**src/rtl/eth_sw_sched.sv**
```systemverilog
// Packet scheduler for a 2x2 switch: per-egress round-robin arbitration over
// two show-ahead ingress FIFOs, whole-packet forwarding, orphan/truncation
// detection with saturating per-ingress error counters.
//
// state | meaning
// ------+-----------------------------------------------------------
// IDLE  | no packet owned; arbitrate between ingress start words
// BUSY  | forwarding the packet of ingress src[e] until its end word
module eth_sw_sched #(
    parameter int DST_BIT = 0,
    parameter int CNT_W   = 16
) (
    input  logic             clk,
    input  logic             rstn,
    input  logic [33:0]      fifo_rd_data [0:1],
    input  logic             fifo_empty   [0:1],
    output logic             fifo_rd_en   [0:1],
    input  logic             o_stall      [0:1],
    output logic [31:0]      o_data       [0:1],
    output logic             o_start      [0:1],
    output logic             o_end        [0:1],
    output logic             o_valid      [0:1],
    output logic [CNT_W-1:0] drop_cnt     [0:1],
    output logic [CNT_W-1:0] trunc_cnt    [0:1]
);

    typedef enum logic {IDLE = 1'b0, BUSY = 1'b1} state_t;

    state_t state     [0:1];
    state_t state_nxt [0:1];
    logic   src       [0:1];
    logic   src_nxt   [0:1];
    logic   ptr       [0:1];
    logic   ptr_nxt   [0:1];
    logic   eg_pop    [0:1];
    logic   pop_src   [0:1];
    logic   granted   [0:1];
    logic   orphan    [0:1];
    logic   trunc_hit [0:1];
    logic   rq        [0:1][0:1];

    // Arbitration, egress FSM next state, pops and error detection.
    // Everything is gated by rstn so nothing is popped during reset.
    always_comb begin
        for (int i = 0; i < 2; i++) begin
            granted[i]    = 1'b0;
            orphan[i]     = 1'b0;
            trunc_hit[i]  = 1'b0;
            fifo_rd_en[i] = 1'b0;
        end
        for (int e = 0; e < 2; e++) begin
            state_nxt[e] = state[e];
            src_nxt[e]   = src[e];
            ptr_nxt[e]   = ptr[e];
            eg_pop[e]    = 1'b0;
            pop_src[e]   = 1'b0;
            rq[e][0]     = 1'b0;
            rq[e][1]     = 1'b0;
        end

        for (int e = 0; e < 2; e++) begin
            if (state[e] == BUSY) granted[src[e]] = 1'b1;
        end

        for (int e = 0; e < 2; e++) begin
            for (int i = 0; i < 2; i++) begin
                rq[e][i] = rstn && !fifo_empty[i] && fifo_rd_data[i][1] &&
                           (fifo_rd_data[i][2+DST_BIT] == 1'(e)) && !granted[i];
            end
        end

        for (int e = 0; e < 2; e++) begin
            case (state[e])
                IDLE: begin
                    if (!o_stall[e] && (rq[e][0] || rq[e][1])) begin
                        pop_src[e] = rq[e][ptr[e]] ? ptr[e] : ~ptr[e];
                        eg_pop[e]  = 1'b1;
                        ptr_nxt[e] = ~pop_src[e];
                        // single-word packets never leave IDLE
                        if (!fifo_rd_data[pop_src[e]][0]) begin
                            state_nxt[e] = BUSY;
                            src_nxt[e]   = pop_src[e];
                        end
                    end
                end
                BUSY: begin
                    if (rstn && !fifo_empty[src[e]]) begin
                        if (fifo_rd_data[src[e]][1]) begin
                            // new start word inside a packet: abandon it and let
                            // the start word re-arbitrate next cycle
                            trunc_hit[src[e]] = 1'b1;
                            state_nxt[e]      = IDLE;
                        end else if (!o_stall[e]) begin
                            eg_pop[e]  = 1'b1;
                            pop_src[e] = src[e];
                            if (fifo_rd_data[src[e]][0]) state_nxt[e] = IDLE;
                        end
                    end
                end
                default: state_nxt[e] = IDLE;
            endcase
        end

        for (int i = 0; i < 2; i++) begin
            orphan[i]     = rstn && !fifo_empty[i] && !fifo_rd_data[i][1] && !granted[i];
            fifo_rd_en[i] = orphan[i] ||
                            (eg_pop[0] && (pop_src[0] == 1'(i))) ||
                            (eg_pop[1] && (pop_src[1] == 1'(i)));
        end
    end

    // Egress FSM state, owning ingress and round-robin pointer registers.
    always_ff @(posedge clk) begin
        if (!rstn) begin
            for (int e = 0; e < 2; e++) begin
                state[e] <= IDLE;
                src[e]   <= 1'b0;
                ptr[e]   <= 1'b0;
            end
        end else begin
            for (int e = 0; e < 2; e++) begin
                state[e] <= state_nxt[e];
                src[e]   <= src_nxt[e];
                ptr[e]   <= ptr_nxt[e];
            end
        end
    end

    // Egress output register: one cycle after the pop; holds when idle.
    always_ff @(posedge clk) begin
        if (!rstn) begin
            for (int e = 0; e < 2; e++) begin
                o_data[e]  <= '0;
                o_start[e] <= 1'b0;
                o_end[e]   <= 1'b0;
                o_valid[e] <= 1'b0;
            end
        end else begin
            for (int e = 0; e < 2; e++) begin
                o_valid[e] <= eg_pop[e];
                if (eg_pop[e]) begin
                    o_data[e]  <= fifo_rd_data[pop_src[e]][33:2];
                    o_start[e] <= fifo_rd_data[pop_src[e]][1];
                    o_end[e]   <= fifo_rd_data[pop_src[e]][0];
                end
            end
        end
    end

    // Saturating per-ingress error counters.
    always_ff @(posedge clk) begin
        if (!rstn) begin
            for (int i = 0; i < 2; i++) begin
                drop_cnt[i]  <= '0;
                trunc_cnt[i] <= '0;
            end
        end else begin
            for (int i = 0; i < 2; i++) begin
                if (orphan[i] && (drop_cnt[i] != '1))
                    drop_cnt[i] <= drop_cnt[i] + CNT_W'(1);
                if (trunc_hit[i] && (trunc_cnt[i] != '1))
                    trunc_cnt[i] <= trunc_cnt[i] + CNT_W'(1);
            end
        end
    end

endmodule
```
**config.mk**
```make
export PLATFORM = sky130hd
export DESIGN_NAME = eth_sw_sched
export DESIGN_NICKNAME = d
export VERILOG_FILES = /design/src/rtl/eth_sw_sched.sv
export SDC_FILE = /design/constraint.sdc
export NUM_CORES = 1
export LEC_CHECK = 0
export CORE_AREA = 2 2 81 160
export CTS_BUF_LIST = sky130_fd_sc_hd__clkbuf_8
export CTS_CLUSTER_DIAMETER = 40
export CTS_CLUSTER_SIZE = 30
export DETAILED_ROUTE_END_ITERATION = 10
export DIE_AREA = 0 0 83 162
export DONT_BUFFER_PORTS = 1
export HOLD_SLACK_MARGIN = 0.08
export MAX_ROUTING_LAYER = met4
export PLACE_DENSITY = 0.66
export SLEW_MARGIN = 20
export SYNTH_ARGS = -nofsm -noshare
export SYNTH_HDL_FRONTEND = slang
export SYNTH_SLANG_ARGS = --single-unit
export TNS_END_PERCENT = 20
```
**constraint.sdc**
```tcl
create_clock -name clk -period 6.1 [get_ports clk]
set_input_delay 0.915 -clock clk [delete_from_list [all_inputs] [get_ports clk]]
set_output_delay 0.915 -clock clk [all_outputs]
set_load 0.005 [all_outputs]
```
# Word level (Yosys, flattened, before mapping)
# Memories as Yosys holds them, arrays and structs flattened.
# Cells that the tools add are included.
# Widths: inputs -> output; s select.
dict set report totals {
  inputBits 74
  word_cells 201
  regBits 134
  ramBits 6
  memories 3
}
# name words word_bits rd rd_clocked_by_memory_dff write_ports line
set mem_list {}
lappend mem_list {ptr 2 1 2 0 2 33} ;# logic ptr [0:1];
lappend mem_list {src 2 1 2 0 2 31} ;# logic src [0:1];
lappend mem_list {state 2 1 2 0 2 29} ;# state_t state [0:1];
dict set report op_classes {
  bitwise 26
  n_reduce_logical 46
  eq_ne 4
  n_addsub 4
  order_cmp 10
  muxes 96
}
# operator count
set op_table {}
lappend op_table {{$mux 34} 6}
lappend op_table {{$mux 1} 68}
lappend op_table {{$add 16x1->16 const B} 4}
lappend op_table {{$ne 16x16->1 const B} 4}
lappend op_table {{$logic_and 1x1->1} 30}
lappend op_table {{$mux 2} 14}
lappend op_table {{$ge 2x2->1 const B} 8}
lappend op_table {{$not 1->2} 8}
lappend op_table {{$pmux 1 s2} 6}
lappend op_table {{$logic_not 1->1} 10}
lappend op_table {{$not 1->1} 10}
lappend op_table {{$logic_or 1x1->1} 6}
lappend op_table {{$or 1x1->1} 6}
lappend op_table {{$lt 2x1->1 const B} 2}
lappend op_table {{$or 2x2->2} 2}
lappend op_table {{$demux 1 s1} 2}

# Depth between registers and ports, before layout
dict set report depth {
  ltp_word 22
  mapped_depth 9
  mapped_depth_nobuf 6
}

# Least setup slack after synthesis
# OpenSTA, ideal clock, no wires.
dict set report synth_timing {
  path_kind {input to output}
  from {input port fifo_empty[0] (netlist name)}
  to {output port fifo_rd_en[1] (netlist name)}
  path_buffers 2
  arrival_time_ps 2309
  path_stages 7
  setup_slack_ps 2876
  cell_sequence {and3b_1 -> clkbuf_1 -> nand4_1 -> o21ai_2 -> a21o_1 -> buf_2 -> or3b_1}
}
# element line
set synth_lines {}
lappend synth_lines {{from (decl)} 16} ;# input logic fifo_empty [0:1],
lappend synth_lines {{to (decl)} 17} ;# output logic fifo_rd_en [0:1],

==> impl_metrics.json <==
{
  "r2r_end": "o_data[4]",
  "status": "finished, final reports clean",
  "die_width_um": 83,
  "cts_sinks": 140,
  "worst-path-buf-inv": 2,
  "skew_ns": 0.0130,
  "cts_buffers": 17,
  "hold_violations": 0,
  "avgSynthCellArea_um2": 8.78,
  "cts_buffer_depth": 2,
  "crit_arrival_ns": 3.09,
  "pre_cts_slack_ns": 2.36,
  "drv_cap": 0,
  "cts_setup_buffers": 0,
  "drtIter0Drc": 260,
  "ys_ff_latch": 140,
  "worst_r2r_startpoint": "state[0][1]",
  "clock.fmax_ghz": 0.250,
  "worst_ep_required_time_ns": 5.18,
  "p_per_area_nw_per_um2": 252,
  "start_kind": "flop",
  "die_h_um": 162,
  "finalCriticalPeriod_ns": 4.00,
  "synth_edf_count": 0,
  "final_antenna_net_count": 0,
  "grt_pass1_vias": 5656,
  "coreArea_um2": 12200,
  "rsz0062_at_grt": "false",
  "grtUsageTotal": 0.261,
  "cp-end-kind": "output pin",
  "num_vias": 5511,
  "path_class": "flop to output pin",
  "cpMostUsedCell": "buf_4",
  "wirelength_um": 17200,
  "num_io_pins": 210,
  "cpMaxStageDelayCell": "nor2b_1",
  "fin_crit_sh": 0.656,
  "hold_class": "flop to flop",
  "final_nets": 806,
  "final_common_cell": "dfxtp_1",
  "p_sw_frac": 0.243,
  "critPathTopFamily": "simple AND/OR/NAND/NOR gates",
  "crit_path_cell_trace": "nor2b_1 > nor4_1 > o21ai_2 > buf_4 > a21o_1 > buf_4 > or3b_1",
  "p_int_mw": 1.34,
  "antenna_found_initial": 1,
  "cts_resized": 0,
  "power_leakage_nw": 2.59,
  "rows": 57,
  "worstHoldStart": "drop_cnt[21]",
  "slowest_delay_ns": 0.63,
  "sequentialPowerShare": 0.542,
  "postCtsHoldBufs": 0,
  "port_buffers": 0,
  "syn-num-nets": 828,
  "crit_path_max_fanout": 35,
  "cts_root_buf": "clkbuf_8",
  "grt_first_pass_wirelength_um": 27900,
  "relSlewSlack": 0.529,
  "start_util": 0.540,
  "holdPathStages": 1,
  "place.gp.congestion": 0.836,
  "insertion_delay_ns": 0.44,
  "overflow": 0,
  "r2r_slack_ns": 3.55,
  "synth-async-reset-ratio": 0,
  "synth_cells": 750,
  "hold_end": "drop_cnt[21]",
  "viasPerCell": 6.20,
  "seq_area_frac_synth": 0.426,
  "final-setup-viol-count": 0,
  "drtPass1Iterations": 5,
  "dieArea_um2": 13400,
  "mostFrequentLayoutCells": "dfxtp_1, nand2_1, nor2_1",
  "power_frac_comb": 0.038,
  "switching_power_uw": 430,
  "synth_flop_cell": "dfxtp_1",
  "vdd_drop_max_uv": 207,
  "drt-wirelength-per-cell_um": 19.3,
  "yosys_warnings": 0,
  "rr_worst_depth": 7,
  "fin_ws_ns": 2.10,
  "drc": 0,
  "p_clk_frac": 0.420,
  "path_clk_slew_ns": 0.08,
  "synthToLayoutAreaGrowth_pct": 6.46,
  "drive_above_1_share": 0.0850,
  "synthDistinctLibCells": 67,
  "cts_tree": "built",
  "htreeDepth": 4,
  "maxSlewViolCount": 0,
  "fin_setup_tns_ns": 0,
  "grt_max_degree": 76,
  "dp_hpwl_um": 12600,
  "worstMarginPinSlew_ns": 0.705,
  "synth_area_um2": 6580
}
[cell type report]
class	instances	area (um^2)
Clock inverter	14	146
Timing Repair Buffer	6	45.0
Antenna cell	1	2.50
Multi-Input combinational cell	517	3410
Fill cell	1071	5190
Clock buffer	18	248
Sequential cell	140	2800
Tap cell	147	184
Inverter	46	173
[layer usage]
metal  track usage  vias to the layer above  routed length [um]
li1              -                     2664                   -
met1         0.258                     2598                6200
met2         0.473                      215                9310
met3        0.0783                       34                1240
met4         0.109                        0                 437
met5             -                        -                   0
[flip-flops by register name (all words and copies together), names as in the netlist]
signal / count
o_valid: 2
o_end: 2
trunc_cnt: 32
ptr: 2
o_data: 64
src: 2
state: 2
drop_cnt: 32
o_start: 2
[power by group through the flow]
| stage | logic, mW | registers (mW) | clock network [mW] |
|---|---|---|---|
| 2_1_floorplan | 0.0654 | 0.971 | 0 |
| 3_3_place_gp | 0.0652 | 0.979 | 0 |
| 3_5_place_dp | 0.0682 | 0.978 | 0 |
| 4_1_cts | 0.0681 | 0.958 | 0.759 |
| 5_1_grt | 0.0769 | 0.960 | 0.802 |
| 6_report | 0.0677 | 0.958 | 0.743 |
[worst max-delay path by stage]
stage	end	slack, ns	cells after the start	startpoint
after floorplan	fifo_rd_en[1]	2.88	7	fifo_empty[0]
after global placement	fifo_rd_en[1]	2.41	7	fifo_empty[0]
after detailed placement	fifo_rd_en[1]	2.36	7	fifo_empty[0]
after CTS	fifo_rd_en[1]	2.11	7	state[0][1]
after global routing	fifo_rd_en[1]	1.85	7	state[0][1]
final	fifo_rd_en[1]	2.10	7	state[0][1]
[synthesized netlist by cell type (4+ instances only)]
cell / instances / area share
nor4_2: 8 / 0.015
nand3_1: 35 / 0.027
buf_2: 13 / 0.0099
nand2_1: 103 / 0.059
mux2i_1: 21 / 0.032
and3_1: 8 / 0.0076
a221o_1: 33 / 0.050
nor4_1: 7 / 0.0067
and2_1: 26 / 0.025
nor3_1: 6 / 0.0046
or4_1: 6 / 0.0068
and2_0: 8 / 0.0076
nand4_1: 17 / 0.016
a21oi_1: 20 / 0.015
xnor2_1: 30 / 0.040
or3_1: 4 / 0.0038
clkbuf_1: 29 / 0.017
inv_1: 45 / 0.026
o221ai_1: 33 / 0.044
ha_1: 4 / 0.0076
and4_1: 6 / 0.0080
nor2_1: 53 / 0.030
a211oi_1: 9 / 0.010
o31ai_1: 7 / 0.0080
o21ai_0: 7 / 0.0053
dfxtp_1: 140 / 0.43
nor2b_1: 5 / 0.0048
nand2b_1: 8 / 0.0076
[stage by stage]
stage	cells	instance area (um^2)	hold slack (ns)	total power [mW]	util
after global placement	856	6600	0.490	1.04	0.542
final	889	7010	0.510	1.77	0.575
after global routing	889	7010	0.541	1.84	0.575
after detailed placement	856	6610	0.494	1.05	0.542
after CTS	888	7000	0.515	1.78	0.574
after floorplan	750	6580	0.464	1.04	-
[kinds of logic after synthesis]
family,synth area share
buffers and inverters,0.0595
AO/OA/AOI/OAI,0.175
flip-flops,0.426
multiplexers,0.0319
adder cells (fa/ha/maj),0.00760
AND/OR/NAND/NOR,0.259
XOR/XNOR,0.0412
Note: power is estimated with default switching activity, not from simulation.
